**src/rtl/clk_div_prog_if.sv**
```systemverilog
// Control/status bundle for the programmable clock divider.
// The divider takes the slave view; the controlling logic takes the master view.
interface clk_div_prog_if #(
  parameter int unsigned W = 8
);
  logic         en;
  logic [W-1:0] div_ratio;
  logic         ratio_load;
  logic         clk_tx;
  logic         tick;
  logic [W-1:0] ratio_act;
  logic         ratio_err;

  modport master (
    output en, div_ratio, ratio_load,
    input  clk_tx, tick, ratio_act, ratio_err
  );

  modport slave (
    input  en, div_ratio, ratio_load,
    output clk_tx, tick, ratio_act, ratio_err
  );
endinterface

```
**src/rtl/clk_div_prog.sv**
```systemverilog
// Runtime-programmable integer divider of clk_rx with glitch-free ratio/enable changes
// at period boundaries, optional 50% duty for odd ratios, and a clk_rx-domain tick.
module clk_div_prog #(
  parameter int unsigned W           = 8,
  parameter int unsigned DEFAULT_DIV = 2,
  parameter bit          ODD_50      = 1'b1
) (
  input logic           clk_rx,
  input logic           rst_n,
  clk_div_prog_if.slave bus
);

  localparam logic [W-1:0] DefRatio = W'(DEFAULT_DIV);
  localparam logic [W-1:0] One      = W'(1);
  localparam logic [W-1:0] Two      = W'(2);

  typedef enum logic [0:0] {StIdle, StRun} state_e;

  state_e       state_q, state_d;
  logic [W-1:0] cnt_q, cnt_d;
  logic [W-1:0] ratio_q, ratio_d;
  logic [W-1:0] shadow_q, shadow_d;
  logic         h_q, h_d;
  logic         h_n_q;
  logic         tick_q, tick_d;
  logic         pending_q, pending_d;
  logic         err_q, err_d;

  logic [W-1:0] half;
  logic [W-1:0] last;
  logic [W-1:0] cnt_inc;
  logic         at_end;
  logic         boundary;
  logic         load_ok;
  logic         odd_ceil;

  // High time: floor(N/2) when the negedge helper adds the extra half cycle, else ceil(N/2).
  assign odd_ceil = ratio_q[0] & ~ODD_50;
  assign half     = (ratio_q >> 1) + W'(odd_ceil);
  assign last     = ratio_q - One;
  assign cnt_inc  = cnt_q + One;
  assign at_end   = (cnt_q == last);
  assign boundary = bus.en && ((state_q == StIdle) || at_end);
  assign load_ok  = bus.ratio_load && (bus.div_ratio >= Two);

  always_ff @(posedge clk_rx) begin
    if (!rst_n) begin
      state_q <= StIdle;
    end else begin
      state_q <= state_d;
    end
  end

  always_comb begin
    state_d = state_q;
    unique case (state_q)
      StIdle:  if (bus.en) state_d = StRun;
      StRun:   if (at_end && !bus.en) state_d = StIdle;
      default: state_d = StIdle;
    endcase
  end

  always_comb begin
    cnt_d     = cnt_q;
    h_d       = h_q;
    tick_d    = 1'b0;
    ratio_d   = ratio_q;
    shadow_d  = shadow_q;
    pending_d = pending_q;
    err_d     = err_q;

    unique case (state_q)
      StIdle: begin
        cnt_d  = '0;
        h_d    = bus.en;
        tick_d = bus.en;
      end
      StRun: begin
        if (!at_end) begin
          cnt_d = cnt_inc;
          h_d   = (cnt_inc < half);
        end else begin
          cnt_d  = '0;
          h_d    = bus.en;
          tick_d = bus.en;
        end
      end
      default: begin
        cnt_d = '0;
        h_d   = 1'b0;
      end
    endcase

    // Boundary commits the shadow as it stood before this cycle's load.
    if (boundary && pending_q) begin
      ratio_d   = shadow_q;
      pending_d = 1'b0;
    end

    if (bus.ratio_load) begin
      if (load_ok) begin
        shadow_d  = bus.div_ratio;
        pending_d = 1'b1;
        err_d     = 1'b0;
      end else begin
        err_d = 1'b1;
      end
    end
  end

  always_ff @(posedge clk_rx) begin
    if (!rst_n) begin
      cnt_q     <= '0;
      h_q       <= 1'b0;
      tick_q    <= 1'b0;
      ratio_q   <= DefRatio;
      shadow_q  <= DefRatio;
      pending_q <= 1'b0;
      err_q     <= 1'b0;
    end else begin
      cnt_q     <= cnt_d;
      h_q       <= h_d;
      tick_q    <= tick_d;
      ratio_q   <= ratio_d;
      shadow_q  <= shadow_d;
      pending_q <= pending_d;
      err_q     <= err_d;
    end
  end

  // Half-cycle extension of h for odd ratios.
  always_ff @(negedge clk_rx) begin
    if (!rst_n) begin
      h_n_q <= 1'b0;
    end else begin
      h_n_q <= h_q;
    end
  end

  assign bus.clk_tx    = h_q | (ODD_50 & ratio_q[0] & h_n_q);
  assign bus.tick      = tick_q;
  assign bus.ratio_act = ratio_q;
  assign bus.ratio_err = err_q;

endmodule

```
**src/flat_wrapper.sv**
```systemverilog
// flat-port wrapper written by rule: the top's interface ports become plain ports
module clk_div_prog_flat 
#(
  parameter int unsigned W           = 8,
  parameter int unsigned DEFAULT_DIV = 2,
  parameter bit          ODD_50      = 1'b1
)
  (clk_rx, rst_n, bus_en, bus_div_ratio, bus_ratio_load, bus_clk_tx, bus_tick, bus_ratio_act, bus_ratio_err);
  clk_div_prog_if #(.W(W)) bus_i ();
  input logic clk_rx;
  input logic rst_n;
  input wire logic [$bits(bus_i.en)-1:0] bus_en;
  input wire logic [$bits(bus_i.div_ratio)-1:0] bus_div_ratio;
  input wire logic [$bits(bus_i.ratio_load)-1:0] bus_ratio_load;
  output wire logic [$bits(bus_i.clk_tx)-1:0] bus_clk_tx;
  output wire logic [$bits(bus_i.tick)-1:0] bus_tick;
  output wire logic [$bits(bus_i.ratio_act)-1:0] bus_ratio_act;
  output wire logic [$bits(bus_i.ratio_err)-1:0] bus_ratio_err;
  assign bus_i.en = bus_en;
  assign bus_i.div_ratio = bus_div_ratio;
  assign bus_i.ratio_load = bus_ratio_load;
  assign bus_clk_tx = bus_i.clk_tx;
  assign bus_tick = bus_i.tick;
  assign bus_ratio_act = bus_i.ratio_act;
  assign bus_ratio_err = bus_i.ratio_err;
  clk_div_prog #(.W(W), .DEFAULT_DIV(DEFAULT_DIV), .ODD_50(ODD_50)) u_core (.clk_rx(clk_rx), .rst_n(rst_n), .bus(bus_i));
endmodule
```
**config.mk**
```make
export PLATFORM = sky130hd
export DESIGN_NAME = clk_div_prog_flat
export DESIGN_NICKNAME = d
export VERILOG_FILES = /design/src/rtl/clk_div_prog_if.sv /design/src/rtl/clk_div_prog.sv /design/src/flat_wrapper.sv
export SDC_FILE = /design/constraint.sdc
export NUM_CORES = 1
export LEC_CHECK = 0
export BUFFER_PORTS_ARGS = -buffer_cell sky130_fd_sc_hd__buf_2
export CAP_MARGIN = 10
export CORE_MARGIN = 1
export CORE_UTILIZATION = 45
export DETAILED_ROUTE_END_ITERATION = 10
export PLACE_DENSITY_LB_ADDON = 0.1
export SLEW_MARGIN = 25
export SYNTH_ARGS = -nofsm -noshare
export SYNTH_HDL_FRONTEND = slang
export SYNTH_SLANG_ARGS = --single-unit
```
**constraint.sdc**
```tcl
create_clock -name clk_rx -period 2.8 [get_ports clk_rx]
set_input_delay 0.7 -clock clk_rx [delete_from_list [all_inputs] [get_ports clk_rx]]
set_output_delay 0.7 -clock clk_rx [all_outputs]
set_load 0.005 [all_outputs]
```
After elaboration in Yosys (flattened, before gate mapping)
Index checks and enable logic that the tools add are counted.

word-level totals
  register bits after elaboration = 30
  word-level logic and storage cells = 37
  output and inout port bits = 11
  bits of input ports = 12

cells by class
  bitwise gates (word level) = 3
  $lt $le $gt $ge = 2
  add/subtract/negate cells = 2
  reduce and logical (&&, ||, !) cells = 7
  multiplexer cells = 13
  equality and inequality tests = 1

operators with widths
  kind                                                                                  count
  8-bit one-hot mux with 2 select lines                                                 1
  8-bit by 1-bit adder with 8-bit output (second input constant)                        1
  8-bit equality test                                                                   1
  8-bit by 2-bit greater-or-equal comparator with 1-bit output (second input constant)  1
  8-bit by 7-bit less-than comparator with 1-bit output                                 1
  1-bit two-way mux                                                                     8
  8-bit two-way mux                                                                     1
  8-bit by 1-bit subtractor with 8-bit output (second input constant)                   1
  1-bit one-hot mux with 2 select lines                                                 3
  1-bit logical AND                                                                     4
  2-bit AND reduction                                                                   1
  1-bit bitwise AND                                                                     1
  1-bit logical NOT                                                                     1
  1-bit logical OR                                                                      1
  1-bit NOT                                                                             1
  1-bit bitwise OR                                                                      1

Depth between registers and ports, before layout
Gate-level depths: netlist of the first run.

  word-level depth = 8
  mapped depth = 9
  depth with buffers taken out = 8

==> results.sh, run 1 <==
export IMPL_ys_warn_count=0
export IMPL_critPathSlowestCell="dfxtp_1"
export IMPL_synth_ff_type="dfxtp_1"
export IMPL_final_cells=252
export IMPL_multi_input_area_sq_um=930.9
export IMPL_vias=1327
export IMPL_synth_nets=199
export IMPL_grt_usage=0.2114
export IMPL_p_clk_frac=0.335
export IMPL_core_sq_um=3363
export IMPL_insertion_delay_ns=0.37
export IMPL_cp_max_fo=1
export IMPL_status="complete, but fails checks"
export IMPL_die_area_sq_um=3790
export IMPL_rows=21
export IMPL_r2r_cells=9
export IMPL_hold_viol_final=0
export IMPL_synth_area_leaders="dfxtp_1 (38%), nand2_1 (7.8%), ha_1 (6.3%)"
export IMPL_synth_top_area_cell="dfxtp_1"
export IMPL_area_delta_synth_final_pct=14.66
export IMPL_min_to="u_core.bus.ratio_act[5]"
export IMPL_finish_utilization=0.5443
export IMPL_critical_path_arrival_ns=2.32
export IMPL_regArea_sq_um=600.6
export IMPL_worstReg2RegStart="u_core.bus.ratio_act[1]"
export IMPL_finalMaxSlewViolations=0
export IMPL_hold_ws_ns=0.4693
export IMPL_skew_ns=0.04892
export IMPL_p_sw_w=0.0002192
export IMPL_synth_cell_types=39
export IMPL_worstSetupStartpointType="flip-flop"
export IMPL_yosysTopAreaCellShare=0.3762
export IMPL_grt_pass1_wl_microns=5816
export IMPL_dp_hpwl_microns=2589
export IMPL_critPathKind="reg2out"
export IMPL_drive_gt1_frac=0.2087
export IMPL_finalWirelength_microns=3382
export IMPL_synth_edf_count=0
export IMPL_power_leakage_nw=0.8130
export IMPL_overflow=0
export IMPL_drt_vias_per_instance=5.266
export IMPL_grt_max_degree=38
export IMPL_clkSinkCount=30
export IMPL_fin_nets=225
export IMPL_seq_area_frac_synth=0.3762
export IMPL_worst_slack_ns=-0.2162
export IMPL_holdBufCountCts=0
export IMPL_place_area_sq_um=1767
export IMPL_n_antenna_cell=0
export IMPL_ff2ff_setup_slack_ns=0.38
export IMPL_die_x_microns=61.57
export IMPL_synth_commonest_cells="nand2_1 (33), dfxtp_1 (30), inv_1 (10), xnor2_1 (10), mux2i_1 (9)"
export IMPL_worstMarginPinSlew_ns=0.4821
export IMPL_rsz0062_at_grt="true"
export IMPL_cts_clk_slew_worst_paths_ns=0.10
export IMPL_drv_cap=0
export IMPL_p_seq_frac=0.548
export IMPL_fp_dieH_microns=61.57
export IMPL_r2r_end="u_core.bus.ratio_act[3]"
export IMPL_cts_setup_buffers=0
export IMPL_postSynthCellCount=179
export IMPL_cts_tree="built"
export IMPL_cts_max_level=2
export IMPL_cp_cell_sequence="a21o_1, buf_2"
export IMPL_dr_pass1_iters=4
export IMPL_ioPinCount=23
export IMPL_gp_congestion=0.8474
export IMPL_synth_area_per_cell_sq_um=8.919
export IMPL_cellPowerDensity_nw_per_um2=453.4
export IMPL_setup_viol=1
export IMPL_final_fill_count=357
export IMPL_synth_most_common_cell="nand2_1"
export IMPL_hold_path_depth=2
export IMPL_antenna_found_initial=0
export IMPL_portBuffers=22
export IMPL_p_sw_frac=0.2641
export IMPL_syn_area_sq_um=1597
export IMPL_clockBufferDepth=2
export IMPL_drc=0
export IMPL_root_buffer="clkbuf_4"
export IMPL_cts_buffers=5
export IMPL_start_util=0.4747
export IMPL_peakVddDrop_v=0.0002730
export IMPL_min_from="u_core.shadow_q[5]"
export IMPL_slew_headroom=0.6751
export IMPL_design_area_sq_um=1831
export IMPL_placed_cells=244
export IMPL_slowest_delay_ns=0.29
export IMPL_worstPathRequired_ns=2.10
export IMPL_synth_seq_cells=30
export IMPL_avgRoutedWirePerCell_microns=13.42
export IMPL_drt_first_iter_violations=82
export IMPL_violations="negative setup slack"
export IMPL_p_int_w=0.0006107
export IMPL_grt_pass1_vias=1253
export IMPL_ant_nets=0
export IMPL_critPathCaptureType="output port"
export IMPL_synthArstFlopShare=0
export IMPL_worst_hold_path_type="reg2reg"
export IMPL_p_comb_frac=0.116
-- worst max-delay path: cells and delay by family, from the launching register on --
| family | cells | cell delay (ns) |
|---|---|---|
| DFF | 1 | 0.29 |
| AOI/OAI and AO/OA | 1 | 0.14 |
| buffers and inverters | 1 | 0.12 |
-- power by group through the flow --
stage	clock network [W]	registers [W]	logic, W
detailed placement	0.00000447	0.000465	0.0000969
global placement	0.00000447	0.000464	0.0000945
global route	0.000302	0.000458	0.000110
CTS	0.000287	0.000455	0.0000972
floorplan	0.00000447	0.000462	0.0000667
finish	0.000278	0.000455	0.0000965
-- cell type report --
cell class	instances	share of cell area
Inverter	9	0.01846
Clock buffer	6	0.02802
Timing Repair Buffer	26	0.07655
Sequential cell	30	0.3281
Tap cell	46	0.03144
Multi-Input combinational cell	132	0.5085
Clock inverter	3	0.008886
-- routing by layer --
layer,global-route usage,wire length (microns)
met4,0.05714,38
met1,0.2903,1658
met3,0.05672,131
met2,0.3272,1554
met5,0,0
-- timing repair --
item | in CTS | in global routing
setup endpoints to repair | 1 | 1
resized for setup | 0 | 0
pin swaps | 1 | 0
-- cells by family (layout without fill, tap and decap cells) --
family	after synthesis	after routing	share of synthesized area
multiplexers	9	9	0.05643
adder cells (fa/ha/maj)	8	8	0.06270
flip-flops	30	30	0.3762
buffers and inverters	17	44	0.04075
XOR/XNOR	15	15	0.08228
AND/OR/NAND/NOR	70	70	0.2218
AO/OA/AOI/OAI	30	30	0.1599
-- layout by cell type (no fill, tap or decap), drive strengths merged, types with 3 or more instances in the layout --
cell type,count
nand3,5
clkbuf,6
nor2,6
dfxtp,30
and3,8
a21boi,6
xnor2,10
buf,26
inv,10
nor2b,6
nand2,33
mux2i,9
a21o,4
ha,8
a21oi,3
xor2,5
-- stage by stage --
stage / power, W / setup slack, ns / setup TNS [ns]
floorplan: 0.0005335 / 0.02857 / 0
global placement: 0.0005635 / 0.1471 / 0
detailed placement: 0.0005666 / 0.1485 / 0
CTS: 0.0008398 / -0.2322 / -0.2322
global route: 0.0008694 / -0.2648 / -0.2648
finish: 0.0008299 / -0.2162 / -0.2162
-- how the worst max path moves through the flow --
stage | startpoint | end | slack, ns | depth (start not counted)
after floorplan | rst_n | u_core.h_n_q | 0.03 | 3
after global placement | u_core.h_n_q | bus_clk_tx | 0.15 | 2
after detailed placement | u_core.h_n_q | bus_clk_tx | 0.15 | 2
after CTS | u_core.h_n_q | bus_clk_tx | -0.23 | 2
after global routing | u_core.h_n_q | bus_clk_tx | -0.26 | 2
final | u_core.h_n_q | bus_clk_tx | -0.22 | 2
-- state kept, by name (all words and copies together), names as in the netlist --
| signal | cells |
|---|---|
| u_core.h_n_q | 1 |
| u_core.cnt_q | 8 |
| u_core.h_q | 1 |
| u_core.pending_q | 1 |
| u_core.bus.ratio_err | 1 |
| u_core.bus.ratio_act | 8 |
| u_core.bus.tick | 1 |
| u_core.state_q | 1 |
| u_core.shadow_q | 8 |
No activity file was read; power rests on OpenSTA's default activity.
==> run 2, diff against run 1 <==
--- a/config.mk
+++ b/config.mk
@@ -9,6 +9,7 @@
 export CAP_MARGIN = 10
 export CORE_MARGIN = 1
 export CORE_UTILIZATION = 45
+export CTS_BUF_LIST = sky130_fd_sc_hd__clkbuf_8 sky130_fd_sc_hd__clkbuf_16
 export DETAILED_ROUTE_END_ITERATION = 10
 export PLACE_DENSITY_LB_ADDON = 0.1
 export SLEW_MARGIN = 25
==> results.sh, run 2 (synthesized netlist as in run 1, its figures left out) <==
export IMPL_final_cells=252
export IMPL_critical_path_arrival_ns=2.28
export IMPL_ff2ff_setup_slack_ns=0.38
export IMPL_power_leakage_nw=0.8259
export IMPL_drv_cap=0
export IMPL_design_area_sq_um=1862
export IMPL_grt_pass1_vias=1251
export IMPL_core_sq_um=3363
export IMPL_p_int_w=0.0006879
export IMPL_die_x_microns=61.57
export IMPL_drt_first_iter_violations=73
export IMPL_p_clk_frac=0.397
export IMPL_antenna_found_initial=0
export IMPL_grt_pass1_wl_microns=5796
export IMPL_cts_buffers=5
export IMPL_portBuffers=22
export IMPL_finalWirelength_microns=3373
export IMPL_skew_ns=0.05863
export IMPL_dp_hpwl_microns=2589
export IMPL_violations="negative setup slack"
export IMPL_final_cell_mix="nand2_1 (33), dfxtp_1 (30), buf_2 (22)"
export IMPL_cts_tree="built"
export IMPL_fp_dieH_microns=61.57
export IMPL_layout_commonest_cell="nand2_1"
export IMPL_setup_viol=1
export IMPL_rows=21
export IMPL_worst_slack_ns=-0.1772
export IMPL_vias=1339
export IMPL_finalMaxSlewViolations=0
export IMPL_holdBufCountCts=0
export IMPL_status="complete, but fails checks"
export IMPL_overflow=0
export IMPL_finish_utilization=0.5536
export IMPL_rsz0062_at_grt="true"
export IMPL_drc=0
export IMPL_placed_cells=244
export IMPL_hold_viol_final=0
export IMPL_fin_nets=225
export IMPL_clockBufferDepth=2
export IMPL_area_delta_synth_final_pct=16.61
export IMPL_gp_congestion=0.8474
export IMPL_peakVddDrop_v=0.0002991
export IMPL_worstMarginPinSlew_ns=0.4723
export IMPL_slew_headroom=0.6823
export IMPL_clkSinkCount=30
export IMPL_p_sw_w=0.0002285
export IMPL_insertion_delay_ns=0.33
export IMPL_grt_usage=0.2110
export IMPL_root_buffer="clkbuf_8"
export IMPL_drive_gt1_frac=0.2087
export IMPL_worst_hold_path_type="reg2reg"
export IMPL_critPathKind="reg2out"
export IMPL_cellPowerDensity_nw_per_um2=492.2
export IMPL_start_util=0.4747
export IMPL_p_comb_frac=0.106
export IMPL_cp_max_fo=1
export IMPL_cts_setup_buffers=0
export IMPL_drt_vias_per_instance=5.313
export IMPL_place_area_sq_um=1767
export IMPL_n_antenna_cell=0
export IMPL_dr_pass1_iters=4
export IMPL_p_seq_frac=0.497
export IMPL_place_ws_ns=0.1485
export IMPL_cts_clk_slew_worst_paths_ns=0.06
export IMPL_p_sw_frac=0.2494
export IMPL_grt_max_degree=38
export IMPL_critPathCaptureType="output port"
export IMPL_die_area_sq_um=3790
export IMPL_worstSetupStartpointType="flip-flop"
export IMPL_worstPathRequired_ns=2.10
export IMPL_avgRoutedWirePerCell_microns=13.38
export IMPL_cts_resized=0
export IMPL_cts_max_level=2
export IMPL_ant_nets=0
export IMPL_ioPinCount=23
-- run 2: cell type report --
| class | instances | area (sq um) |
|---|---|---|
| clock buffer | 6 | 82.58 |
| clock inverter | 3 | 16.27 |
| fill | 347 | 1501 |
| inverter | 9 | 33.78 |
| multi-input combinational | 132 | 930.9 |
| sequential | 30 | 600.6 |
| tap | 46 | 57.56 |
| timing repair buffer | 26 | 140.1 |
-- run 2: power groups by stage --
stage / Clock, W / Sequential [W] / Combinational [W]
floorplan: 0.00000447 / 0.000462 / 0.0000667
global placement: 0.00000447 / 0.000464 / 0.0000945
detailed placement: 0.00000447 / 0.000465 / 0.0000969
CTS: 0.000371 / 0.000456 / 0.0000973
global route: 0.000387 / 0.000458 / 0.000110
finish: 0.000364 / 0.000456 / 0.0000967
-- run 2: what timing repair did --
action,CTS,global route
cloned,0,0
endpoints found under the setup margin,1,1
pin swaps,1,0
-- run 2: stage by stage --
stage / TNS (ns) / power [W] / hold slack (ns)
6_report: -0.1772 / 0.0009164 / 0.4691
5_1_grt: -0.2197 / 0.0009542 / 0.4951
4_1_cts: -0.1875 / 0.0009245 / 0.4734
3_5_place_dp: 0 / 0.0005666 / 0.4642
3_3_place_gp: 0 / 0.0005635 / 0.4557
2_1_floorplan: 0 / 0.0005335 / 0.4412
-- run 2: critical path: stages, from the launching register on --
cell and delay [ns]:
dfxtp_1 0.29, a21o_1 0.14, buf_2 0.12
-- run 2: final timing paths --
kind | cells after the start | start | endpoint
min | 2 | u_core.shadow_q[0] | u_core.shadow_q[0]
max | 2 | u_core.h_n_q | bus_clk_tx
min reg2reg | 2 | u_core.shadow_q[0] | u_core.shadow_q[0]
max reg2reg | 9 | u_core.bus.ratio_act[1] | u_core.bus.ratio_act[3]
-- run 2: layer usage --
layer / wire, microns / vias up / GRT usage
met1: 1620 / 634 / 0.2877
met3: 157 / 5 / 0.05672
li1: - / 667 / -
met2: 1565 / 33 / 0.3287
met4: 29 / 0 / 0.05714
met5: 0 / - / 0
